File: config.mk
export PLATFORM = sky130hd
export DESIGN_NAME = alut_age_checker13
export DESIGN_NICKNAME = d
export VERILOG_FILES = /design/src/rtl/alut_age_checker13.sv
export SDC_FILE = /design/constraint.sdc
export NUM_CORES = 1
export LEC_CHECK = 0
export CAP_MARGIN = 20
export CORE_ASPECT_RATIO = 1.4
export CORE_MARGIN = 2
export CORE_UTILIZATION = 50
export CTS_BUF_LIST = sky130_fd_sc_hd__clkbuf_4 sky130_fd_sc_hd__clkbuf_8
export CTS_CLUSTER_SIZE = 12
export DETAILED_ROUTE_END_ITERATION = 10
export GPL_TIMING_DRIVEN = 0
export PLACE_DENSITY = 0.87
export SLEW_MARGIN = 20
export SYNTH_ARGS = -nofsm -noshare
export SYNTH_HDL_FRONTEND = slang
export SYNTH_SLANG_ARGS = --single-unit
export TNS_END_PERCENT = 10
File: constraint.sdc
create_clock -name pclk13 -period 5.3 [get_ports pclk13]
set_input_delay 0.53 -clock pclk13 [delete_from_list [all_inputs] [get_ports pclk13]]
set_output_delay 0.53 -clock pclk13 [all_outputs]
set_load 0.05 [all_outputs]
File: src/rtl/alut_age_checker13.sv
// LUT aging sweep: reads every entry, evicts valid entries older than age_thresh13.
// Optional eviction statistics enabled by defining ALUT_AGE_STATS_EN.
module alut_age_checker13 #(
  parameter int DW = 83,
  parameter int DD = 256
) (
  input  logic          pclk13,
  input  logic          n_p_reset13,
  input  logic          start_sweep13,
  input  logic [31:0]   curr_time13,
  input  logic [31:0]   age_thresh13,
  input  logic          add_busy13,
  input  logic [DW-1:0] mem_read_data_age13,
  output logic [7:0]    mem_addr_age13,
  output logic          mem_write_age13,
  output logic [DW-1:0] mem_write_data_age13,
  output logic          sweep_busy13,
  output logic          sweep_done13,
  output logic [8:0]    age_evict_cnt13
);

  localparam int VLD_BIT = 82;
  localparam int TS_HI   = 81;
  localparam int TS_LO   = 50;
  localparam logic [7:0]    LAST_IDX   = 8'(DD - 1);
  localparam logic [DW-1:0] VALID_MASK = {{(DW-1){1'b0}}, 1'b1} << VLD_BIT;

  typedef enum logic [2:0] {IDLE, RD, CHK, WR, NXT} state_t;

  state_t        state_q, state_d;
  logic [7:0]    index_q, index_d;
  logic [DW-1:0] entry_q, entry_d;
  logic          done_q, done_d;
  logic [31:0]   age;
  logic          write_fire;
  logic          sweep_start;

  // Modulo-2^32 subtraction keeps the age correct across timer wrap-around.
  assign age         = curr_time13 - mem_read_data_age13[TS_HI:TS_LO];
  assign write_fire  = (state_q == WR) && !add_busy13;
  assign sweep_start = (state_q == IDLE) && start_sweep13;

  always_comb begin
    state_d = state_q;
    index_d = index_q;
    entry_d = entry_q;
    done_d  = 1'b0;
    case (state_q)
      IDLE: begin
        if (start_sweep13) begin
          index_d = 8'd0;
          state_d = RD;
        end
      end
      RD: begin
        if (!add_busy13) state_d = CHK;
      end
      CHK: begin
        entry_d = mem_read_data_age13;
        if (mem_read_data_age13[VLD_BIT] && (age > age_thresh13)) state_d = WR;
        else                                                      state_d = NXT;
      end
      // A stalled write goes back to RD so the entry is re-read before it is overwritten.
      WR: begin
        if (add_busy13) state_d = RD;
        else            state_d = NXT;
      end
      NXT: begin
        if (index_q == LAST_IDX) begin
          done_d  = 1'b1;
          state_d = IDLE;
        end else begin
          index_d = index_q + 8'd1;
          state_d = RD;
        end
      end
      default: state_d = IDLE;
    endcase
  end

  always_ff @(posedge pclk13 or negedge n_p_reset13) begin
    if (!n_p_reset13) begin
      state_q <= IDLE;
      index_q <= 8'd0;
      entry_q <= '0;
      done_q  <= 1'b0;
    end else begin
      state_q <= state_d;
      index_q <= index_d;
      entry_q <= entry_d;
      done_q  <= done_d;
    end
  end

  assign mem_addr_age13       = index_q;
  assign mem_write_age13      = write_fire;
  assign mem_write_data_age13 = (state_q == WR) ? (entry_q & ~VALID_MASK) : '0;
  assign sweep_busy13         = (state_q != IDLE);
  assign sweep_done13         = done_q;

`ifdef ALUT_AGE_STATS_EN
  logic [8:0] evict_cnt_q, evict_cnt_d;

  always_comb begin
    evict_cnt_d = evict_cnt_q;
    if (sweep_start)     evict_cnt_d = 9'd0;
    else if (write_fire) evict_cnt_d = evict_cnt_q + 9'd1;
  end

  always_ff @(posedge pclk13 or negedge n_p_reset13) begin
    if (!n_p_reset13) evict_cnt_q <= 9'd0;
    else              evict_cnt_q <= evict_cnt_d;
  end

  assign age_evict_cnt13 = evict_cnt_q;
`else
  logic unused_start;
  assign unused_start    = sweep_start;
  assign age_evict_cnt13 = 9'd0;
`endif

endmodule

# Word level (Yosys, flattened, before mapping)
# Cells that the tools add are included.
totals:
  register_bits: 94
  latchBits: 0
  ramBits: 0
  rom_bits: 0
  inputBits: 151
  output_inout_bits: 103
  elab_cells: 35
  n_memories: 0
classes:
  add_sub_neg: 2
  mul: 0
  div_mod_pow: 0
  magnitude_cmp: 1
  eq_ne: 8
  shift: 0
  mux: 12
  bitwise: 0
  reduce_logical: 8
ops:
  columns: ["operator", "count"]
  rows:
  - ["2-to-1 mux 82 bit", 1]
  - ["greater-than comparator 32 bit", 1]
  - ["subtractor 32 bit", 1]
  - ["2-to-1 mux 8 bit", 2]
  - ["one-hot mux 8 bit (2 select lines)", 1]
  - ["one-hot mux 3 bit (5 select lines)", 1]
  - ["2-to-1 mux 3 bit", 4]
  - ["adder 8 x 1 -> 8 bit (second input constant)", 1]
  - ["equality test 8 bit (second input constant)", 1]
  - ["equality test 3 x 2 -> 1 bit (second input constant)", 2]
  - ["!= test 2 bit (second input constant)", 3]
  - ["equality test 3 x 1 -> 1 bit (second input constant)", 1]
  - ["equality test 3 bit (second input constant)", 1]
  - ["logical NOT 3 bit", 1]
  - ["2-to-1 mux 1 bit", 3]
  - ["AND reduction 3 bit", 1]
  - ["nonzero test 3 bit", 1]
  - ["logical AND 1 bit", 2]
  - ["AND reduction 2 bit", 1]
  - ["nonzero test 2 bit", 1]
  - ["logical NOT 1 bit", 1]

# Longest topological paths before layout
# Gate-level depths: netlist of the first run.
logic_depth:
  ltp_word: 5
  depth_mapped: 20

# Least setup slack after synthesis of the first run
# OpenSTA, ideal clock, no wires.
synth_path:
  path_type: "input to register"
  from: "input port mem_read_data_age13[51]"
  to: "register state_q[0]"
  t_arrival_ps: 3859
  required_time_ps: 5159
  slack_ps: 1300
  stages: 18
  cell_sequence: "inv_1 > ha_1 > nor2b_1 > o31a_1 > or4b_4 > nand2_1 > o21bai_1 > a21o_1 > a21oi_1 > xnor2_1 > ha_1 > a21oi_1 > nor2b_1 > o21ai_0 > nand2_1 > o41a_1 > o311ai_1 > o221ai_1"
synth_via:
  elab_chain_cells: 5
synth_lines:
  columns: ["item", "line_no", "rtl"]
  rows:
  - ["start: declaration", "13", "input logic [DW-1:0] mem_read_data_age13,"]
  - ["subtractor 32 bit", "39", "assign age = curr_time13 - mem_read_data_age13[TS_HI:TS_LO];"]
  - ["greater-than comparator 32 bit", "60", "if (mem_read_data_age13[VLD_BIT] && (age > age_thresh13)) state_d = WR;"]
  - ["logical AND 1 bit", "60", null]
  - ["2-to-1 mux 3 bit", "60", null]
  - ["one-hot mux 3 bit (5 select lines)", "48", "case (state_q)"]
  - ["end signal: assignment", "88", "state_q <= state_d;"]
  - ["end: declaration", "30", "state_t state_q, state_d;"]
# Every way passes these cells.
# A chain may end at the register's enable or synchronous reset.

# Worst setup path after layout of the first run
layout_path:
  from: "input port mem_read_data_age13[50]"
  to: "register state_q[0]"
# Same word-level chain as after synthesis.

==> results of run 1 <==
stage by stage:
step                      instances  cell area, um^2  utilization  TNS, ns  total power (uW)
after floorplan                 750             6860            -        0              2410
final                          1192             9830        0.734        0              3580
after global routing           1192             9830        0.734        0              3830
after detailed placement       1176             9550        0.714   -0.412              2980
after CTS                      1192             9820        0.734        0              3610
after global placement         1175             9520        0.711   -0.178              2910
flip-flops by register name (all words and copies together), names as in the netlist:
signal and flops:
mem_addr_age13 8, entry_q 82, state_q 3, sweep_done13 1
worst paths after layout:
| kind | from | to | depth (start not counted) |
|---|---|---|---|
| worst max-delay path | mem_read_data_age13[50] | state_q[0] | 19 |
| worst min register to register | entry_q[59] | entry_q[59] | 2 |
| worst max register to register | state_q[0] | entry_q[3] | 4 |
| min in group pclk13 | entry_q[59] | entry_q[59] | 2 |
| worst min-delay path | n_p_reset13 | mem_addr_age13[6] | 1 |
| max in group asynchronous | n_p_reset13 | entry_q[81] | 2 |
power groups by stage:
stage                     clock network [uW]  logic, uW  registers [uW]
after floorplan                            0       1220            1190
after global placement                     0       1710            1190
after detailed placement                   0       1760            1220
after CTS                                632       1770            1210
after global routing                     659       1920            1250
final                                    619       1760            1200
layout by cell type (no fill, tap or decap), types with 3 or more instances in the layout:
| cell type | synthesis | routed |
|---|---|---|
| sky130_fd_sc_hd__xor2_1 | 14 | 14 |
| sky130_fd_sc_hd__nand4_1 | 13 | 13 |
| sky130_fd_sc_hd__bufinv_16 | 0 | 4 |
| sky130_fd_sc_hd__a31oi_1 | 3 | 3 |
| sky130_fd_sc_hd__clkbuf_8 | 1 | 10 |
| sky130_fd_sc_hd__conb_1 | 1 | 10 |
| sky130_fd_sc_hd__nor2b_1 | 8 | 8 |
| sky130_fd_sc_hd__mux2_2 | 53 | 53 |
| sky130_fd_sc_hd__nor2_1 | 30 | 30 |
| sky130_fd_sc_hd__inv_1 | 72 | 72 |
| sky130_fd_sc_hd__o221ai_1 | 3 | 3 |
| sky130_fd_sc_hd__o21ai_1 | 5 | 5 |
| sky130_fd_sc_hd__xnor2_1 | 20 | 20 |
| sky130_fd_sc_hd__a21oi_1 | 25 | 25 |
| sky130_fd_sc_hd__clkbuf_1 | 23 | 23 |
| sky130_fd_sc_hd__o21bai_1 | 5 | 5 |
| sky130_fd_sc_hd__nand3_1 | 9 | 9 |
| sky130_fd_sc_hd__clkdlybuf4s50_1 | 0 | 242 |
| sky130_fd_sc_hd__and2_1 | 83 | 83 |
| sky130_fd_sc_hd__buf_4 | 10 | 10 |
| sky130_fd_sc_hd__and4_1 | 3 | 3 |
| sky130_fd_sc_hd__a211oi_1 | 5 | 5 |
| sky130_fd_sc_hd__nor3_2 | 3 | 3 |
| sky130_fd_sc_hd__nor3_1 | 13 | 13 |
| sky130_fd_sc_hd__a22o_1 | 4 | 4 |
| sky130_fd_sc_hd__nand2_1 | 59 | 59 |
| sky130_fd_sc_hd__dfrtp_1 | 94 | 94 |
| sky130_fd_sc_hd__or3_1 | 3 | 3 |
| sky130_fd_sc_hd__o21a_1 | 5 | 5 |
| sky130_fd_sc_hd__ha_1 | 64 | 64 |
| sky130_fd_sc_hd__nor4_1 | 4 | 3 |
| sky130_fd_sc_hd__a21oi_2 | 5 | 5 |
| sky130_fd_sc_hd__a21o_1 | 10 | 10 |
| sky130_fd_sc_hd__o21ai_0 | 48 | 48 |
| sky130_fd_sc_hd__buf_6 | 3 | 4 |
worst max-delay path, stage by stage:
cell and delay, ns:
sky130_fd_sc_hd__clkdlybuf4s50_1 0.56, sky130_fd_sc_hd__ha_1 0.20, sky130_fd_sc_hd__inv_1 0.06, sky130_fd_sc_hd__fa_1 0.41, sky130_fd_sc_hd__a21oi_2 0.17, sky130_fd_sc_hd__o21bai_1 0.11
sky130_fd_sc_hd__o211ai_1 0.33, sky130_fd_sc_hd__a41oi_2 0.25, sky130_fd_sc_hd__or4_1 0.47, sky130_fd_sc_hd__a31o_1 0.24, sky130_fd_sc_hd__a21oi_2 0.14, sky130_fd_sc_hd__xnor2_1 0.15
sky130_fd_sc_hd__ha_1 0.27, sky130_fd_sc_hd__o21ai_0 0.17, sky130_fd_sc_hd__a21oi_1 0.07, sky130_fd_sc_hd__nor3_1 0.17, sky130_fd_sc_hd__o32ai_1 0.16, sky130_fd_sc_hd__o311ai_1 0.58
sky130_fd_sc_hd__o221ai_1 0.19
cells by family (layout without fill, tap and decap cells):
family                     after synthesis  after routing  synth area share
other                                    1             10          0.000549
xor gates and xnor gates                34             34            0.0436
buffers and inverters                  110            370            0.0709
muxes                                   53             53            0.0874
DFF                                     94             94             0.344
AOI/OAI and AO/OA                      138            138             0.136
and+or+nand+nor                        246            246             0.197
adders and majority gates               65             65             0.120
cell type report:
cell class / count / area (um^2) / share of cell area
Multi-Input combinational cell: 546 / 4030 / 0.410
Timing Repair Buffer: 244 / 2460 / 0.250
Sequential cell: 94 / 2350 / 0.239
Inverter: 72 / 270 / 0.0275
Tap cell: 182 / 228 / 0.0232
Buffer: 38 / 214 / 0.0218
Clock inverter: 7 / 145 / 0.0148
Clock buffer: 9 / 124 / 0.0126
per-layer routing:
layer  vias to the layer above  wire (um)  GRT usage
li1                       3052          -          -
met1                      2837       6990      0.285
met2                       202       9990      0.469
met3                        48       1040     0.0403
met4                         0        813      0.120
met5                         -          0          0
==> metrics.md, run 1 <==
| Metric | Value |
|---|---|
| Outcome | `complete, no violations` |
| Final global-route overflow total | `0` |
| Clock-pin slew of the registers on the worst-case setup and hold paths | `0.10 ns` |
| Maximum number of pins on one net before global-route repair | `approximately 60` |
| Post-Syn Area | `6830 um^2` |
| Biggest area consumer among synthesized cells | `sky130_fd_sc_hd__dfrtp_1` |
| Leading cell types by count after synthesis | `sky130_fd_sc_hd__dfrtp_1 (94), sky130_fd_sc_hd__and2_1 (83), sky130_fd_sc_hd__inv_1 (72)` |
| Number of sinks on the clock net | `94` |
| Antenna violations before repair | `0` |
| Post-DP HPWL | `15.7 mm` |
| Relative contribution of the clock network to total power | `0.173` |
| Number of iterations in the first detailed-routing pass | `4` |
| Data required, critical path | `5.52 ns` |
| Sequential element share of the synthesized area | `0.344` |
| Net switching fraction of the power | `0.387` |
| Post-synthesis async set-or-reset flop share | `1.00` |
| Worst Slack Setup Final | `0.308 ns` |
| Final critical delay including setup and external delays | `4.99 ns` |
| Wire length of the first global-routing pass | `29.2 mm` |
| Arrival time worst endpoint | `around 5.2 ns` |
| VDD IR-drop max | `between 0.15 and 0.2 mV` |
| Logic pwr share | `0.491` |
| Die outline height | `142 um` |
| Cell Int Power | `roughly 2200 uW` |
| Die boundary width | `103 um` |
| Pre-CTS setup slack | `-0.167 ns` |
| Share of layout cells above drive strength 1 | `0.114` |
| Number of slew-limit violations in the final report | `0` |
| Final Skew | `0.0109 ns` |
| Cell types with the largest area share after synthesis | `sky130_fd_sc_hd__dfrtp_1 (34%), sky130_fd_sc_hd__ha_1 (12%), sky130_fd_sc_hd__mux2_2 (8.7%), sky130_fd_sc_hd__and2_1 (7.6%), sky130_fd_sc_hd__inv_1 (4.0%)` |
| Number of placement rows | `50` |
| Hold Vio Cnt, Final | `0` |
| # diodes | `0` |
| Critical setup path kind | `input port to flop` |
| Worst-Skew Late Latency | `roughly 0.37 ns` |
| Count of max-cap constraint violations | `0` |
| Clock tree from TritonCTS | `done` |
| Fin crit share | `0.942` |
| CTS Buffer Depth | `2` |
| Fill cell total of the finished layout | `1054` |
| Overall fraction of global-route tracks in use | `0.257` |
| Number of flops mapped to enable cells by yosys | `0` |
| Setup violators final | `0` |
| Average detailed-routed wire length per instance | `15.8 um` |
| Hold/Removal Path Class | `input port to asynchronous set/reset pin` |
| Most common cell in the synthesized netlist | `sky130_fd_sc_hd__dfrtp_1` |
| Area of the placeable core | `13400 um^2` |
| Proportion of netlist area held by the largest area contributor | `0.344` |
| 1st-iter DRT viols | `231` |
| Power density cells | `365 nW/um^2` |
| Placer's final routability congestion estimate | `0.935` |
| Timing-limited maximum frequency | `approximately 200 MHz` |
| #FFs+latches synth | `94` |
| Average footprint of a synthesized cell | `a little over 9 um^2` |
| Worst-margin pin slew | `0.928 ns` |
| Switch Pwr | `1390 uW` |
| Root buffer selected by CTS | `sky130_fd_sc_hd__clkbuf_8` |
| Number of primary I/O pins | `around 250` |
| P_leak | `between 0.004 and 0.005 uW` |
| Gate Count Post-Synth | `741` |
| Setup repair after global routing missed its margin | `false` |
| Number of remaining DRC errors | `0` |
| Number of hold buffers added after CTS | `0` |
| Count of port buffers added during placement | `roughly 240` |
| Number of buffers created by CTS | `9` |
| Wirelength, routed | `between 15 and 20 mm` |
| Number of warnings issued by yosys | `0` |
| Final-layout worst hold slack | `0.0320 ns` |
| Critical path capture point type | `flop` |
| Most instantiated flip-flop cell in the synthesis netlist | `sky130_fd_sc_hd__dfrtp_1` |
| DR vias/cell | `roughly 5.2` |
| Area grow syn2layout | `43.9%` |
| Initial core utilization | `0.510` |
| Number of library cell types mapped by synthesis | `65` |
| Fin nets | `1221` |
| Buffer count from post-CTS setup fixing | `0` |
| Via count of the first global-routing pass | `just over 6000` |
| Worst max-slew margin expressed relative to the limit | `0.380` |
| Register-to-register setup slack | `2.92 ns` |
| Startpoint type of the worst setup path | `input port` |
| Number of gates resized after cts | `0` |
| Depth of the CTS H-tree | `3` |
| Die outline area | `14600 um^2` |
| Post-DRT Antenna Nets | `0` |
| Max Fanout on Critical Path | `3` |
| DR vias | `6139` |
| Sequential share of power | `0.336` |
Note: power is estimated with default switching activity, not from simulation.
==> run 2, diff against run 1 <==
--- a/config.mk
+++ b/config.mk
@@ -13,7 +13,7 @@
 export CTS_CLUSTER_SIZE = 12
 export DETAILED_ROUTE_END_ITERATION = 10
 export GPL_TIMING_DRIVEN = 0
-export PLACE_DENSITY = 0.87
+export PLACE_DENSITY = 0.95
 export SLEW_MARGIN = 20
 export SYNTH_ARGS = -nofsm -noshare
 export SYNTH_HDL_FRONTEND = slang
==> run 2 against run 1 <==
Register-to-register slack got worse by 0.15 ns. First-iteration DRC count up 0.87%. Count of clock-buffer cells in the layout up 2. Global-route usage grew 1.2 points. Clock power increased by 2%. Core utilization grew 0.056 points. Combinational power about the same.
==> metrics.md, run 2 (same netlist as run 1, synthesis figures left out) <==
| Metric | Value |
|---|---|
| Outcome | `complete, no violations` |
| Number of placement rows | `50 (unchanged)` |
| Worst-margin pin slew | `1.08 ns (+0.147 ns)` |
| Clock-pin slew of the registers on the worst-case setup and hold paths | `0.09 ns (about the same)` |
| Via count of the first global-routing pass | `6306 (+3.5%)` |
| Number of sinks on the clock net | `94 (unchanged)` |
| Die boundary width | `103 um (unchanged)` |
| Overall fraction of global-route tracks in use | `0.268 (+0.0115)` |
| Number of buffers created by CTS | `9 (unchanged)` |
| Count of port buffers added during placement | `243 (unchanged)` |
| Buf+Inv Stages, Crit Path | `2 (unchanged)` |
| VDD IR-drop max | `0.184 mV (+11%)` |
| Maximum number of pins on one net before global-route repair | `65 (+6.6%)` |
| Setup violators final | `0 (unchanged)` |
| Die outline height | `142 um (unchanged)` |
| 1st-iter DRT viols | `233 (+0.87%)` |
| Timing-limited maximum frequency | `197 MHz (-1.7%)` |
| DR vias/cell | `5.27 (+2.3%)` |
| Data required, critical path | `5.54 ns (+0.02 ns)` |
| Final Skew | `0.0113 ns (+0.000397 ns)` |
| Worst Slack Setup Final | `0.221 ns (-0.0869 ns)` |
| Number of remaining DRC errors | `0 (unchanged)` |
| Area grow syn2layout | `44.0% (about the same)` |
| Top library cells by usage in the layout, fill and taps aside | `sky130_fd_sc_hd__clkdlybuf4s50_1 (242), sky130_fd_sc_hd__dfrtp_1 (94), sky130_fd_sc_hd__and2_1 (83)` |
| Die outline area | `14600 um^2 (unchanged)` |
| FF-to-FF Start | `state_q[0]` |
| Worst max-slew margin expressed relative to the limit | `0.282 (-0.0982)` |
| P_leak | `0.00441 uW (+0.22%)` |
| Setup repair after global routing missed its margin | `false` |
| Number of slew-limit violations in the final report | `0 (unchanged)` |
| Startpoint type of the worst setup path | `input port` |
| Power density cells | `367 nW/um^2 (+0.71%)` |
| Post-DP HPWL | `16.2 mm (+3.5%)` |
| Hold Vio Cnt, Final | `0 (unchanged)` |
| Kind of cell adding the most delay to the critical path | `compound AO/OA/AOI/OAI gates` |
| Wire length of the first global-routing pass | `30.6 mm (+4.8%)` |
| Critical setup path kind | `input port to flop` |
| Pre-CTS setup slack | `-0.0624 ns (+0.104 ns)` |
| Register-to-register setup slack | `2.77 ns (-0.15 ns)` |
| Antenna violations before repair | `1 (+1)` |
| Final-layout worst hold slack | `0.0383 ns (+0.00637 ns)` |
| Cell breakdown of the critical path | `clkdlybuf4s50_1, ha_1, inv_1, fa_1, a21oi_2, o21bai_1, o211ai_1, a41oi_2, or4_1, a31o_1, a21oi_2, xnor2_1, ha_1, nand4_1, nor4_1, o41a_1, o311ai_1, a21o_1` |
| Final global-route overflow total | `0 (unchanged)` |
| Depth of the CTS H-tree | `3 (unchanged)` |
| Flip-flop count of the largest register after layout | `82 (unchanged)` |
| Number of gates resized after cts | `0 (unchanged)` |
| DR vias | `6285 (+2.4%)` |
| Number of hold buffers added after CTS | `0 (unchanged)` |
| Worst reg-to-reg path cell count | `4 (unchanged)` |
| Average detailed-routed wire length per instance | `16.4 um (+3.5%)` |
| Placer's final routability congestion estimate | `0.905 (-3.2%)` |
| Hold/Removal Path Class | `input port to asynchronous set/reset pin` |
| Max Fanout on Critical Path | `3 (unchanged)` |
| Leading cell type in the layout, fill and taps excluded | `sky130_fd_sc_hd__clkdlybuf4s50_1` |
| Count of max-cap constraint violations | `0 (unchanged)` |
| Buffer count from post-CTS setup fixing | `0 (unchanged)` |
| Fin nets | `1221 (unchanged)` |
| Critical path capture point type | `flop` |
| Wirelength, routed | `19.5 mm (+3.6%)` |
| Root buffer selected by CTS | `sky130_fd_sc_hd__clkbuf_8` |
| Number of primary I/O pins | `254 (unchanged)` |
| Worst-Skew Late Latency | `0.35 ns (-0.02 ns)` |
| Final critical delay including setup and external delays | `5.08 ns (+0.0869 ns)` |
| Top reg by flops | `entry_q` |
| Slowest Stage Delay on Critical Path | `0.65 ns (+0.07 ns)` |
| CTS Buffer Depth | `2 (unchanged)` |
| Area of the placeable core | `13400 um^2 (unchanged)` |
| Total Power | `3610 uW (+0.79%)` |
| Clock tree from TritonCTS | `done` |
| Initial core utilization | `0.510 (unchanged)` |
| Slowest-stage cell, CP | `sky130_fd_sc_hd__nor4_1` |
| Critical register-to-register path endpoint | `entry_q[41]` |
| Post-DRT Antenna Nets | `0 (unchanged)` |
| Share of layout cells above drive strength 1 | `0.113 (-0.000990)` |
| Number of iterations in the first detailed-routing pass | `4 (unchanged)` |
| Fin crit share | `0.958 (+0.0164)` |
| Arrival time worst endpoint | `5.32 ns (+0.11 ns)` |
## run 2: changes by cell type in the layout (fill, tap and decap cells not counted)
cell | before | now
sky130_fd_sc_hd__clkbuf_8 | 10 | 12
sky130_fd_sc_hd__diode_2 | 0 | 1
sky130_fd_sc_hd__nor4_1 | 3 | 4
sky130_fd_sc_hd__nor4_2 | 1 | 0
sky130_fd_sc_hd__clkinvlp_4 | 1 | 0
sky130_fd_sc_hd__inv_6 | 1 | 0
## run 2: routing by layer
layer | GRT usage | wire length [um] | vias to the layer above
li1 | - | - | 3045
met1 | 0.292 | 7220 | 2913
met2 | 0.471 | 10000 | 241
met3 | 0.0388 | 903 | 86
met4 | 0.182 | 1360 | 0
met5 | 0 | 0 | -
## run 2: worst max path at each step
stage / from / to / slack (ns) / cells after the start
after CTS: mem_read_data_age13[50] / state_q[2] / 0.31 / 18
after global placement: mem_read_data_age13[50] / state_q[2] / -0.003 / 18
after global routing: mem_read_data_age13[50] / state_q[2] / 0.03 / 18
after floorplan: mem_read_data_age13[51] / state_q[0] / 1.30 / 18
after detailed placement: mem_read_data_age13[50] / state_q[2] / -0.06 / 18
final: mem_read_data_age13[50] / state_q[2] / 0.22 / 18
## run 2: layout make-up
type / instances / area, um^2
multi-input cells: 546 / 4030
plain buffers: 38 / 214
clock inverters: 5 / 129
clock buffers: 11 / 151
well taps: 182 / 228
inverters: 72 / 270
diodes: 1 / 2.50
flip-flops and latches: 94 / 2350
fillers: 957 / 3550
repair buffers: 244 / 2460
## run 2: stage by stage
| stage | TNS [ns] | cell area, um^2 | cells | utilization |
|---|---|---|---|---|
| global route | 0 | 9840 | 1193 | 0.735 |
| CTS | 0 | 9830 | 1192 | 0.734 |
| floorplan | 0 | 6860 | 750 | - |
| global placement | -0.00343 | 9520 | 1175 | 0.711 |
| finish | 0 | 9840 | 1193 | 0.735 |
| detailed placement | -0.108 | 9550 | 1176 | 0.714 |
## run 2: where the power goes
part | total (uW) | switching, uW | internal (uW) | leakage (uW)
Clock | 630 | 242 | 388 | 0.000140
Sequential | 1210 | 160 | 1050 | 0.00115
Combinational | 1770 | 987 | 784 | 0.00312
